$ cat src/rtl/vga_mode_pkg.sv
// Shared types for the VGA mode sequencer: mode codes,
// sequencer states and the per-mode timing parameter record.
package vga_mode_pkg;

  localparam int MODE_CNT = 6;

  localparam logic [2:0] MODE_640X480   = 3'd0;
  localparam logic [2:0] MODE_800X600   = 3'd1;
  localparam logic [2:0] MODE_1024X768  = 3'd2;
  localparam logic [2:0] MODE_1280X960  = 3'd3;
  localparam logic [2:0] MODE_1280X1024 = 3'd4;
  localparam logic [2:0] MODE_1920X1080 = 3'd5;

  typedef enum logic [2:0] {
    S_RUN,
    S_WAIT_FRAME,
    S_SWITCH,
    S_LOCK,
    S_RELEASE,
    S_FAULT
  } state_t;

  typedef struct packed {
    logic [2:0]  clk_sel;
    logic [11:0] htt;
    logic [11:0] hst;
    logic [11:0] hbp;
    logic [11:0] hvt;
    logic [11:0] vtt;
    logic [11:0] vst;
    logic [11:0] vbp;
    logic [11:0] vvt;
    logic [11:0] corber;
  } mode_cfg_t;

endpackage

$ cat src/rtl/vga_mode_rom.sv
// Mode to pixel-clock select and timing parameter lookup.
// Unknown modes fall back to the 800x600 set and raise invalid.
module vga_mode_rom
  import vga_mode_pkg::*;
(
  input  logic [2:0] mode,
  output mode_cfg_t  cfg,
  output logic       invalid
);

  always_comb begin
    invalid = (mode >= 3'(MODE_CNT));
    cfg = '{3'd1, 12'd1039, 12'd120, 12'd64, 12'd800,
            12'd665, 12'd6, 12'd23, 12'd600, 12'd100};
    unique case (mode)
      MODE_640X480:
        cfg = '{3'd0, 12'd799, 12'd96, 12'd48, 12'd640,
                12'd524, 12'd2, 12'd33, 12'd480, 12'd80};
      MODE_800X600:
        cfg = '{3'd1, 12'd1039, 12'd120, 12'd64, 12'd800,
                12'd665, 12'd6, 12'd23, 12'd600, 12'd100};
      MODE_1024X768:
        cfg = '{3'd2, 12'd1343, 12'd136, 12'd160, 12'd1024,
                12'd805, 12'd6, 12'd29, 12'd768, 12'd128};
      MODE_1280X960:
        cfg = '{3'd3, 12'd1799, 12'd112, 12'd312, 12'd1280,
                12'd999, 12'd3, 12'd36, 12'd960, 12'd160};
      MODE_1280X1024:
        cfg = '{3'd4, 12'd1687, 12'd112, 12'd248, 12'd1280,
                12'd1065, 12'd3, 12'd38, 12'd1024, 12'd160};
      MODE_1920X1080:
        cfg = '{3'd5, 12'd1999, 12'd12, 12'd40, 12'd1920,
                12'd1104, 12'd4, 12'd18, 12'd1080, 12'd240};
      default: ;
    endcase
  end

endmodule

$ cat src/rtl/vga_mode_sequencer.sv
// Run-time video mode switcher: frame-aligned blanking, timing
// generator hold, pixel clock select and PLL settle supervision.
module vga_mode_sequencer
  import vga_mode_pkg::*;
#(
  parameter logic [2:0]  DEFAULT_MODE = 3'd1,
  parameter logic [7:0]  SETTLE_CYC   = 8'd64,
  parameter logic [19:0] LOCK_TIMEOUT = 20'd500000
) (
  input  logic        clk_50m,
  input  logic        rst,
  input  logic        mode_req,
  input  logic [2:0]  mode_sel,
  output logic        mode_ack,
  output logic        mode_err,
  output logic        busy,
  input  logic        frame_end,
  input  logic        pll_locked,
  output logic [2:0]  clk_sel,
  output logic        tg_rst,
  output logic        blank,
  output logic [2:0]  cur_mode,
  output logic [11:0] htt,
  output logic [11:0] hst,
  output logic [11:0] hbp,
  output logic [11:0] hvt,
  output logic [11:0] vtt,
  output logic [11:0] vst,
  output logic [11:0] vbp,
  output logic [11:0] vvt,
  output logic [11:0] corber
);

  state_t      state;
  logic [2:0]  pend;
  logic        from_req;
  logic [7:0]  settle_cnt;
  logic [19:0] tmo_cnt;
  mode_cfg_t   cfg;
  mode_cfg_t   rom_cfg;
  logic        rom_bad;
  logic [2:0]  rom_mode;

  // ROM validates live requests, except when loading a mode
  always_comb begin
    rom_mode = mode_sel;
    if (rst)
      rom_mode = DEFAULT_MODE;
    else if (state == S_SWITCH)
      rom_mode = pend;
  end

  vga_mode_rom u_rom (
    .mode    (rom_mode),
    .cfg     (rom_cfg),
    .invalid (rom_bad)
  );

  always_ff @(posedge clk_50m) begin
    if (rst) begin
      state      <= S_LOCK;
      pend       <= DEFAULT_MODE;
      from_req   <= 1'b0;
      settle_cnt <= '0;
      tmo_cnt    <= '0;
      cfg        <= rom_cfg;
      cur_mode   <= DEFAULT_MODE;
      tg_rst     <= 1'b1;
      blank      <= 1'b1;
      busy       <= 1'b1;
      mode_ack   <= 1'b0;
      mode_err   <= 1'b0;
    end else begin
      mode_ack <= 1'b0;
      mode_err <= 1'b0;
      unique case (state)
        S_RUN: begin
          if (!pll_locked) begin
            state      <= S_LOCK;
            tg_rst     <= 1'b1;
            blank      <= 1'b1;
            busy       <= 1'b1;
            from_req   <= 1'b0;
            settle_cnt <= '0;
            tmo_cnt    <= '0;
          end else if (mode_req && !busy) begin
            if (rom_bad) begin
              mode_ack <= 1'b1;
              mode_err <= 1'b1;
            end else if (mode_sel == cur_mode) begin
              mode_ack <= 1'b1;
            end else begin
              pend     <= mode_sel;
              from_req <= 1'b1;
              busy     <= 1'b1;
              state    <= S_WAIT_FRAME;
            end
          end
        end
        S_WAIT_FRAME: begin
          if (frame_end)
            state <= S_SWITCH;
        end
        S_SWITCH: begin
          cfg        <= rom_cfg;
          cur_mode   <= pend;
          tg_rst     <= 1'b1;
          blank      <= 1'b1;
          settle_cnt <= '0;
          tmo_cnt    <= '0;
          state      <= S_LOCK;
        end
        S_LOCK: begin
          if (settle_cnt == SETTLE_CYC) begin
            tg_rst <= 1'b0;
            state  <= S_RELEASE;
          end else if (tmo_cnt == LOCK_TIMEOUT) begin
            mode_err <= 1'b1;
            state    <= S_FAULT;
          end else begin
            settle_cnt <= pll_locked ? settle_cnt + 8'd1 : '0;
            tmo_cnt    <= tmo_cnt + 20'd1;
          end
        end
        S_RELEASE: begin
          if (frame_end) begin
            blank    <= 1'b0;
            busy     <= 1'b0;
            mode_ack <= from_req;
            from_req <= 1'b0;
            state    <= S_RUN;
          end
        end
        S_FAULT: begin
          mode_err <= 1'b1;
          if (mode_req) begin
            if (rom_bad) begin
              mode_ack <= 1'b1;
            end else begin
              mode_err <= 1'b0;
              pend     <= mode_sel;
              from_req <= 1'b1;
              state    <= S_SWITCH;
            end
          end
        end
        default: state <= S_LOCK;
      endcase
    end
  end

  assign clk_sel = cfg.clk_sel;
  assign htt     = cfg.htt;
  assign hst     = cfg.hst;
  assign hbp     = cfg.hbp;
  assign hvt     = cfg.hvt;
  assign vtt     = cfg.vtt;
  assign vst     = cfg.vst;
  assign vbp     = cfg.vbp;
  assign vvt     = cfg.vvt;
  assign corber  = cfg.corber;

endmodule

$ cat config.mk
export PLATFORM = sky130hd
export DESIGN_NAME = vga_mode_sequencer
export DESIGN_NICKNAME = d
export VERILOG_FILES = /design/src/rtl/vga_mode_pkg.sv /design/src/rtl/vga_mode_rom.sv /design/src/rtl/vga_mode_sequencer.sv
export SDC_FILE = /design/constraint.sdc
export NUM_CORES = 1
export LEC_CHECK = 0
export BUFFER_PORTS_ARGS = -buffer_cell sky130_fd_sc_hd__buf_2
export CAP_MARGIN = 20
export CORE_MARGIN = 4
export CORE_UTILIZATION = 52
export DETAILED_ROUTE_END_ITERATION = 12
export PLACE_DENSITY = 0.79
export SYNTH_ARGS = -nofsm -noshare
export SYNTH_HDL_FRONTEND = slang
export SYNTH_SLANG_ARGS = --single-unit
export TNS_END_PERCENT = 1
$ cat constraint.sdc
create_clock -name clk_50m -period 2.9 [get_ports clk_50m]
set_clock_uncertainty 0.2 [all_clocks]
set_input_delay 0.29 -clock clk_50m [delete_from_list [all_inputs] [get_ports clk_50m]]
set_output_delay 0.29 -clock clk_50m [all_outputs]
set_load 0.05 [all_outputs]
# == Word-level counts from Yosys, hierarchy flattened ==
# Cells that the tools add are included.
# classes
n_addsub,2
order_cmp,1
n_eq_ne,28
muxes,60
n_reduce_logical,17
# ops
op,count
$pmux 111 s5,1
$mux 111,2
$mux 20,3
$pmux 20 s3,1
$mux 3,18
$mux 8,4
$ne 2x2->1 const B,12
$pmux 8 s3,1
$mux 1,22
$add 20x1->20 const B,1
$eq 20x19->1 const B,1
$pmux 1 s3,5
$pmux 3 s5,1
$reduce_and 7->1,2
$eq 3x2->1 const B,4
$eq 3x3->1 const B,4
$ne 3x3->1 const B,4
$reduce_bool 3->1,3
$add 8x1->8 const B,1
$eq 8x7->1 const B,1
$reduce_and 8->1,1
$logic_not 3->1,2
$pmux 3 s2,1
$reduce_and 3->1,2
9 further kinds,11
# totals
ff_bits,154
inputBits,8
out_inout_bits,119
wordCells,129

# == Logic depth before layout (Yosys ltp) ==
# Gate-level depths: netlist (run 1).
# logic_depth
depth_word,8
depth_mapped,9
depth_no_buf,7

# == By module ==
# A second synthesis (run 1) with hierarchy kept.
# hier_totals
hier_cells,525
hier_area_um2,6583.8
# modules_own_cells
module,instances,cells_per_inst,area_per_inst_um2,seq_area_each_um2
vga_mode_sequencer,1,398,5669.2,4194.0
vga_mode_rom,1,127,914.6,0.0

# == Worst setup path after synthesis (run 1) ==
# Ideal clock, no wire load.
# synth_path
path_type,reg-to-reg
start,register state[1]
end,register cfg (netlist bit clk_sel[0]) (enable)
setup_ns,0.397
t_arrival_ns,1.959
required_time_ns,2.303
path_slack_ns,0.344
path_stages_with_launch,5
n_path_buf,2
synth_period_minus_slack_ns,2.556
cell_sequence,dfxtp_1 -> buf_2 -> or3b_2 -> buf_2 -> nand2_1
# synth_between
elab_chain_cells,2
# synth_lines
item,line_no,text
"start, declared",vga_mode_sequencer.sv:34,state_t state;
"start signal, assigned",vga_mode_sequencer.sv:61,state <= S_LOCK;
"start signal, assigned",vga_mode_sequencer.sv:79,state <= S_LOCK;
"start signal, assigned",vga_mode_sequencer.sv:96,state <= S_WAIT_FRAME;
$eq 3x2->1,vga_mode_sequencer.sv:76,unique case (state)
$reduce_bool 2->1 (no line),-,
"end signal, assigned",vga_mode_sequencer.sv:66,cfg <= rom_cfg;
"end signal, assigned",vga_mode_sequencer.sv:105,cfg <= rom_cfg;
"end, declared",vga_mode_sequencer.sv:39,mode_cfg_t cfg;
# No other way between the ends.
# A chain may end at the register's enable or synchronous reset.

# == Final worst setup path (run 1) ==
# layout_path
start,register tmo_cnt[2]
end,register tmo_cnt[4]
# layout_between
elab_chain_cells,4
elab_cells_between_ends,7
classes_between,1 x add/sub; 2 x eq/ne; 3 x mux; 1 x reduce/logical
# layout_lines
item,line_no,text
"start, declared",vga_mode_sequencer.sv:38,logic [19:0] tmo_cnt;
"start signal, assigned",vga_mode_sequencer.sv:122,tmo_cnt <= tmo_cnt + 20'd1;
$add 20x1->20,vga_mode_sequencer.sv:122,
$mux 20,vga_mode_sequencer.sv:117,end else if (tmo_cnt == LOCK_TIMEOUT) begin
$mux 20,vga_mode_sequencer.sv:114,if (settle_cnt == SETTLE_CYC) begin
$pmux 20 s3,vga_mode_sequencer.sv:76,
# Parallel ways exist; a longest one is shown, timed or not. The select of a mux whose other input is x is not followed.

==> summary.txt, run 1 <==
Synth Area in XOR/XNOR: 3.58%
Top cell type by total area after synthesis: edfxtp_1
Status: finished, final reports clean
Critical path launch point type: flop
Gate Count Post-Synth: 459
Maximum net fanout on the critical path: 24
Die Wd: 100 um
CP required: 2.99 ns
Worst hold-check path type: in2reg
GRT Resource Usage Total: 17.0%
Post-synth top flop: dfxtp_1
DR pass1 iterations: 4
Clock Latency Late Sink: 0.36 ns
DRC: 0
# fillers: 772
Fin cells: 625
Register Area: 2030 um^2
Post-cts sizing count: 0
F_max: 379 MHz
Worst slew pin tran: 0.765 ns
Final wirelength: 8800 um
Die area: 10000 um^2
CTS tree: done
Post-synthesis cell type count: 63
Finished Core Util: 56.9%
Met1 wire length: 3730 um
Row count: 33
Compound-Gate Fraction of Synth Area: 10.9%
Area share of the largest cell type after synthesis: 26.6%
Combinational family with the most area after synthesis: simple AND/OR/NAND/NOR gates
Antenna Nets Post-Route: 0
Adder-Cell Fraction of Synth Area: 1.14%
Area grow syn2layout: 6.29%
Bufs on Longest Clock Path: 2
Syn Area/Cell: 9.58 um^2
Number of global-route vias before repair: 2,978
Max Cap Viol: 0
Path type of the worst setup path: reg2reg
Avg WL per Cell: 14.1 um
Placed Cells: 608
Chip Height: 100 um
Top Ports: 127
Root buf cell: clkbuf_8
Area after DPL: 4490 um^2
Post-synthesis mux area share: 2.10%
Minimum clock period: 2.64 ns
N_diodes: 0
Clk slew on worst S/H paths: 0.09 ns
Dpl hpwl: 6320 um
Num Clock Sinks: 82
Synth top area cells: edfxtp_1 27%, dfxtp_1 20%, buf_4 12%
GP Congestion: 0.842
DR top layer: met4
CTS H-tree lvls: 3
Pwr Density: 680 nW/um^2
Initial Util: 53.5%
Initial antenna violation count: 0
Setup TNS Final: 0 ns
Rel. slew slack: 48.6%
RSZ-0062 raised after global routing: no
Core Footprint: 8220 um^2
First-pass GRT wire length: 13,900 um
Routed vias: 3,213
Post-route cell area: 4680 um^2
Multi-input gate area: 1810 um^2
Cell Area, Synth: 4400 um^2
Simple-gate share of the synthesized area: 19.2%
Fin nets: 527
Post-DR vias/cell: 5.14
Final Hold Fails: 0
Critical path arrival: 2.72 ns
Drt initial violations: 149
Slew Limit Fails: 0
I/O Buffers: 76
Final setup vio count: 0
Number of enable flip-flop cells after synthesis: 39
Layout cells sized above 1: 24.2%
Max IR drop VDD: 0.000392 V
Routed wl met3: 544 um
Lkg Pwr: 0.00191 uW
Largest net degree at the start of global routing: 40
Yosys warns: 0
#FFs+latches synth: 82
Fin crit share: 90.9%
Grt total ovfl: 0
Setup crit end kind: flop
Detailed route wirelength on metal2: 4380 um
Seq/Total Area, Yosys: 46.2%
Synth async-reset ratio: 0%
CTS Buf Count: 9
## kinds of logic after synthesis
kind of cell,after synthesis
and+or+nand+nor,159
muxes,9
other,2
AOI/OAI and AO/OA,77
DFF,82
xor gates and xnor gates,18
buffers and inverters,108
adders and majority gates,4
## sequential cells by signal, indices dropped and copies added, names as in the netlist
name        cells
tmo_cnt        20
vtt             9
htt             8
settle_cnt      8
corber          5
hbp             5
cur_mode        3
hst             3
pend            3
state           3
vvt             3
clk_sel         2
vbp             2
vst             2
blank           1
busy            1
from_req        1
mode_ack        1
mode_err        1
tg_rst          1
## power breakdown
group / total (uW) / internal [uW] / switching, uW / leakage [uW]
registers: 1360 / 1310 / 52.0 / 0.000715
clock network: 753 / 315 / 438 / 0.0000783
logic: 1070 / 263 / 804 / 0.00112
## cells in the mapped netlist, drive strengths merged (6+ instances only)
| cell | instances |
|---|---|
| xor2 | 13 |
| edfxtp | 39 |
| nand4 | 9 |
| clkbuf | 9 |
| nand3 | 19 |
| inv | 20 |
| buf | 78 |
| nor3 | 10 |
| a21oi | 27 |
| nor2 | 47 |
| o21ai | 26 |
| dfxtp | 43 |
| or4 | 6 |
| mux2i | 7 |
| nand2 | 31 |
## area by class of cell
type	count	area share, %
well taps	105	2.81
inverters	20	1.61
repair buffers	85	9.63
clock inverters	7	1.12
flip-flops and latches	82	43.5
multi-input cells	317	38.7
clock buffers	9	2.65
## cell usage in the layout, fill, tap and decap left out, types with 7 or more instances in the layout
cell type	netlist	routed
buf_4	72	8
buf_2	3	76
clkbuf_8	2	9
nor2_1	47	47
a21oi_1	26	26
nor3_1	10	10
xor2_1	13	13
mux2i_1	7	7
dfxtp_1	43	43
conb_1	2	50
nand3_1	19	19
inv_1	20	20
nand4_1	9	9
edfxtp_1	39	39
o21ai_0	25	25
nand2_1	31	31
## final timing paths
path          startpoint          to  slack, ns  cells after the start
min          mode_sel[1]     pend[1]       0.06                      3
min reg2reg       tg_rst      tg_rst       0.29                      2
max           tmo_cnt[2]  tmo_cnt[4]       0.26                      5
max reg2reg   tmo_cnt[2]  tmo_cnt[4]       0.26                      5
## per-stage QoR
stage / worst slack [ns] / hold slack (ns) / power [uW]
after floorplan: 0.344 / 0.234 / 2380
after global placement: 0.410 / 0.265 / 2400
after detailed placement: 0.293 / 0.264 / 2440
after CTS: 0.265 / 0.0498 / 3190
after global routing: 0.166 / 0.0624 / 3330
final: 0.263 / 0.0615 / 3180
## critical path, stage by stage, from the launching register on
cell	delay, ns
dfxtp_1	0.35
or4b_1	0.52
or4_4	0.58
o211ai_4	0.52
o21ai_0	0.22
a21oi_1	0.17
## timing repair
action	CTS	global route
hold endpoints to repair	2	0
hold buffers	1	0
setup buffers	0	0
setup endpoints to repair	0	0
## routing by layer
metal / up-vias / track usage, %
met5: - / 0
met4: 0 / 6.11
met2: 100 / 29.7
met1: 1507 / 21.0
li1: 1592 / -
met3: 14 / 3.06
(Power assumes the default switching activity.)
==> run 2, diff against run 1 <==
ABC_AREA = 1   (was default)
CORE_UTILIZATION = 53   (was 52)
==> run 2 against run 1 <==
  * Wire length grew 12%
  * Synthesized cell count grew 34%
  * First-iteration DRC count grew 51%
  * Flip-flop and latch count is the same
  * Die area grew 4.5%
  * Clock power grew 5.3%
  * Cell area grew 7.3%
  * Via count grew 20%
  * Area after synthesis grew 7.0%
  * Global-route usage grew 2.0 points
  * Register-to-register slack gained 0.43 ns
==> summary.txt, run 2 <==
Status: finished, final reports clean
Simple-gate share of the synthesized area: 30.3% (+11 points)
Clock Latency Late Sink: 0.36 ns (about the same)
Drt initial violations: 225 (+51%)
Most frequent cells in the layout: 143 x nand2_1, 90 x nor2_1, 76 x buf_2, 64 x inv_1, 50 x conb_1
Setup TNS Final: 0 ns (unchanged)
Maximum net fanout on the critical path: 33 (+38%)
Post-DR vias/cell: 4.89 (-4.9%)
Dpl hpwl: 7610 um (+20%)
Crit-path slowest cell: inv_2
Post-synth top flop: dfxtp_1
Compound-Gate Fraction of Synth Area: 4.49% (-6.4 points)
WP buf/inv: 3 (+3)
Row count: 34 (+3.0%)
Worst path top cell family by delay: simple AND/OR/NAND/NOR gates
CTS tree: done
RR Endpoint: settle_cnt[2]
Bufs on Longest Clock Path: 2 (unchanged)
Max stage delay on crit path: 0.37 ns (-0.21 ns)
Lkg Pwr: 0.00226 uW (+18%)
Root buf cell: clkbuf_8
Top cells by count, synth: 143 x nand2_1, 90 x nor2_1, 75 x buf_4
Combinational family with the most area after synthesis: simple AND/OR/NAND/NOR gates
Die area: 10,500 um^2 (+4.5%)
Worst hold-check path type: in2reg
GRT Resource Usage Total: 19.0% (+2.0 points)
GP Congestion: 0.946 (+12%)
Crit. Startpoint: settle_cnt[0]
Critical path arrival: 2.30 ns (-0.42 ns)
Fin crit share: 76.0% (-15 points)
First-pass GRT wire length: 15,800 um (+14%)
Critical path depth: 10 (+5)
Slew Limit Fails: 0 (unchanged)
Seq/Total Area, Yosys: 43.2% (-3.0 points)
Setup crit end kind: flop
Routed vias: 3,848 (+20%)
Grt total ovfl: 0 (unchanged)
Avg WL per Cell: 12.5 um (-11%)
I/O Buffers: 76 (unchanged)
Most flop-heavy register: tmo_cnt
Max IR drop VDD: 0.000303 V (-23%)
Commonest non-fill, non-tap cell in the layout: nand2_1
Area share of the largest cell type after synthesis: 24.9% (-1.7 points)
#FFs+latches synth: 82 (unchanged)
Chip Height: 102 um (+2.2%)
Number of enable flip-flop cells after synthesis: 39 (unchanged)
Top cell type by total area after synthesis: edfxtp_1
Top Ports: 127 (unchanged)
R2R Path Start: settle_cnt[0]
Max reg flops: 20 (unchanged)
Antenna Nets Post-Route: 0 (unchanged)
Max Cap Viol: 0 (unchanged)
Initial antenna violation count: 0 (unchanged)
CTS H-tree lvls: 3 (unchanged)
Post-CTS Repair Setup Buffers: 0 (unchanged)
Synth Area in XOR/XNOR: 2.05% (-1.5 points)
Num Clock Sinks: 82 (unchanged)
CP required: 2.99 ns (about the same)
Area grow syn2layout: 6.65%
Post-cts sizing count: 0 (unchanged)
Critical Path Sink: settle_cnt[2]
Post-synthesis mux area share: 0% (-2.1 points)
Final setup vio count: 0 (unchanged)
Synth async-reset ratio: 0% (unchanged)
Post-synthesis cell type count: 34 (-46%)
Fin nets: 686 (+30%)
Critical path launch point type: flop
CTS Buf Count: 9 (unchanged)
Worst R2R Path Depth: 10 (+5)
Adder-Cell Fraction of Synth Area: 1.06% (-0.074 points)
F_max: 454 MHz (+20%)
Die Wd: 102 um (+2.2%)
Most common cell in the netlist: nand2_1
DRC: 0 (unchanged)
Final wirelength: 9820 um (+12%)
Gate Count Post-Synth: 616 (+34%)
Post-CTS Hold Buffers: 1 (unchanged)
CP cell instances: inv_1, ha_1, nand2_1, nor2_1, inv_1, nand3_2, nand2_4, inv_2, nand2_1, a21oi_1
Hold path cells: 3 (unchanged)
Reg2reg setup slack: 0.70 ns (+0.43 ns)
Yosys warns: 0 (unchanged)
N_diodes: 0 (unchanged)
Clk slew on worst S/H paths: 0.09 ns (about the same)
Layout cells sized above 1: 19.1% (-5.1 points)
Largest net degree at the start of global routing: 40 (unchanged)
Number of global-route vias before repair: 3,524 (+18%)
Synth top area cells: edfxtp_1 25%, dfxtp_1 18%, buf_4 12%
Initial Util: 54.2% (+0.68 points)
Cell Area, Synth: 4710 um^2 (+7.0%)
RSZ-0062 raised after global routing: no
Final Hold Fails: 0 (unchanged)
Path type of the worst setup path: reg2reg
Minimum clock period: 2.20 ns (-0.434 ns)
Final hold slack: 0.0270 ns (-0.0345 ns)
# fillers: 800 (+3.6%)
DR pass1 iterations: 4 (unchanged)
Core Footprint: 8680 um^2 (+5.6%)
Pwr Density: 804 nW/um^2 (+18%)
Syn Area/Cell: 7.64 um^2 (-20%)
-- run 2: worst min-delay path by stage --
stage,startpoint,to,slack (ns)
CTS,mode_sel[0],pend[0],0.009
global route,mode_sel[0],pend[0],0.08
global placement,pend[2],pend[2],0.25
floorplan,pend[1],pend[1],0.24
detailed placement,pend[1],pend[1],0.26
finish,mode_sel[0],pend[0],0.03
-- run 2: area by class of cell --
| type | instances | area, um^2 | area share (%) |
|---|---|---|---|
| clock inverters | 7 | 60.1 | 1.20 |
| well taps | 108 | 135 | 2.69 |
| repair buffers | 81 | 420 | 8.38 |
| multi-input cells | 426 | 1970 | 39.2 |
| flip-flops and latches | 82 | 2030 | 40.5 |
| clock buffers | 9 | 124 | 2.47 |
| inverters | 74 | 278 | 5.53 |
-- run 2: layer usage --
layer | up-vias | part of all wire [%] | global-route usage (%)
li1 | 1936 | - | -
met1 | 1750 | 42 | 23.2
met2 | 149 | 49 | 34.2
met3 | 13 | 7.6 | 2.80
met4 | 0 | 1.4 | 6.16
met5 | - | 0 | 0
-- run 2: stage by stage --
stage	cell area, um^2	instances	util [%]	power [uW]	worst slack, ns
final	5020	787	57.8	4030	0.697
after CTS	5020	787	57.8	4070	0.683
after floorplan	4890	664	-	3100	0.612
after global placement	4820	770	55.6	3230	0.770
after detailed placement	4820	770	55.6	3280	0.695
after global routing	5020	787	57.8	4280	0.455
-- run 2: cells by family (layout without fill, tap and decap cells) --
kind of cell / after synthesis / count (layout)
buffers and inverters: 156 / 171
other: 2 / 50
DFF: 82 / 82
and+or+nand+nor: 321 / 321
xor gates and xnor gates: 11 / 11
AOI/OAI and AO/OA: 40 / 40
adders and majority gates: 4 / 4
-- run 2: tightest hold or removal path, cell delays in order --
cell and delay [ns]:
buf_2 0.12, nand3_1 0.08, nand3_1 0.07
-- run 2: where the power goes --
part	internal [uW]	switching, uW	total (uW)
combinational	324	1410	1730
sequential	1410	100	1510
clock	329	463	793
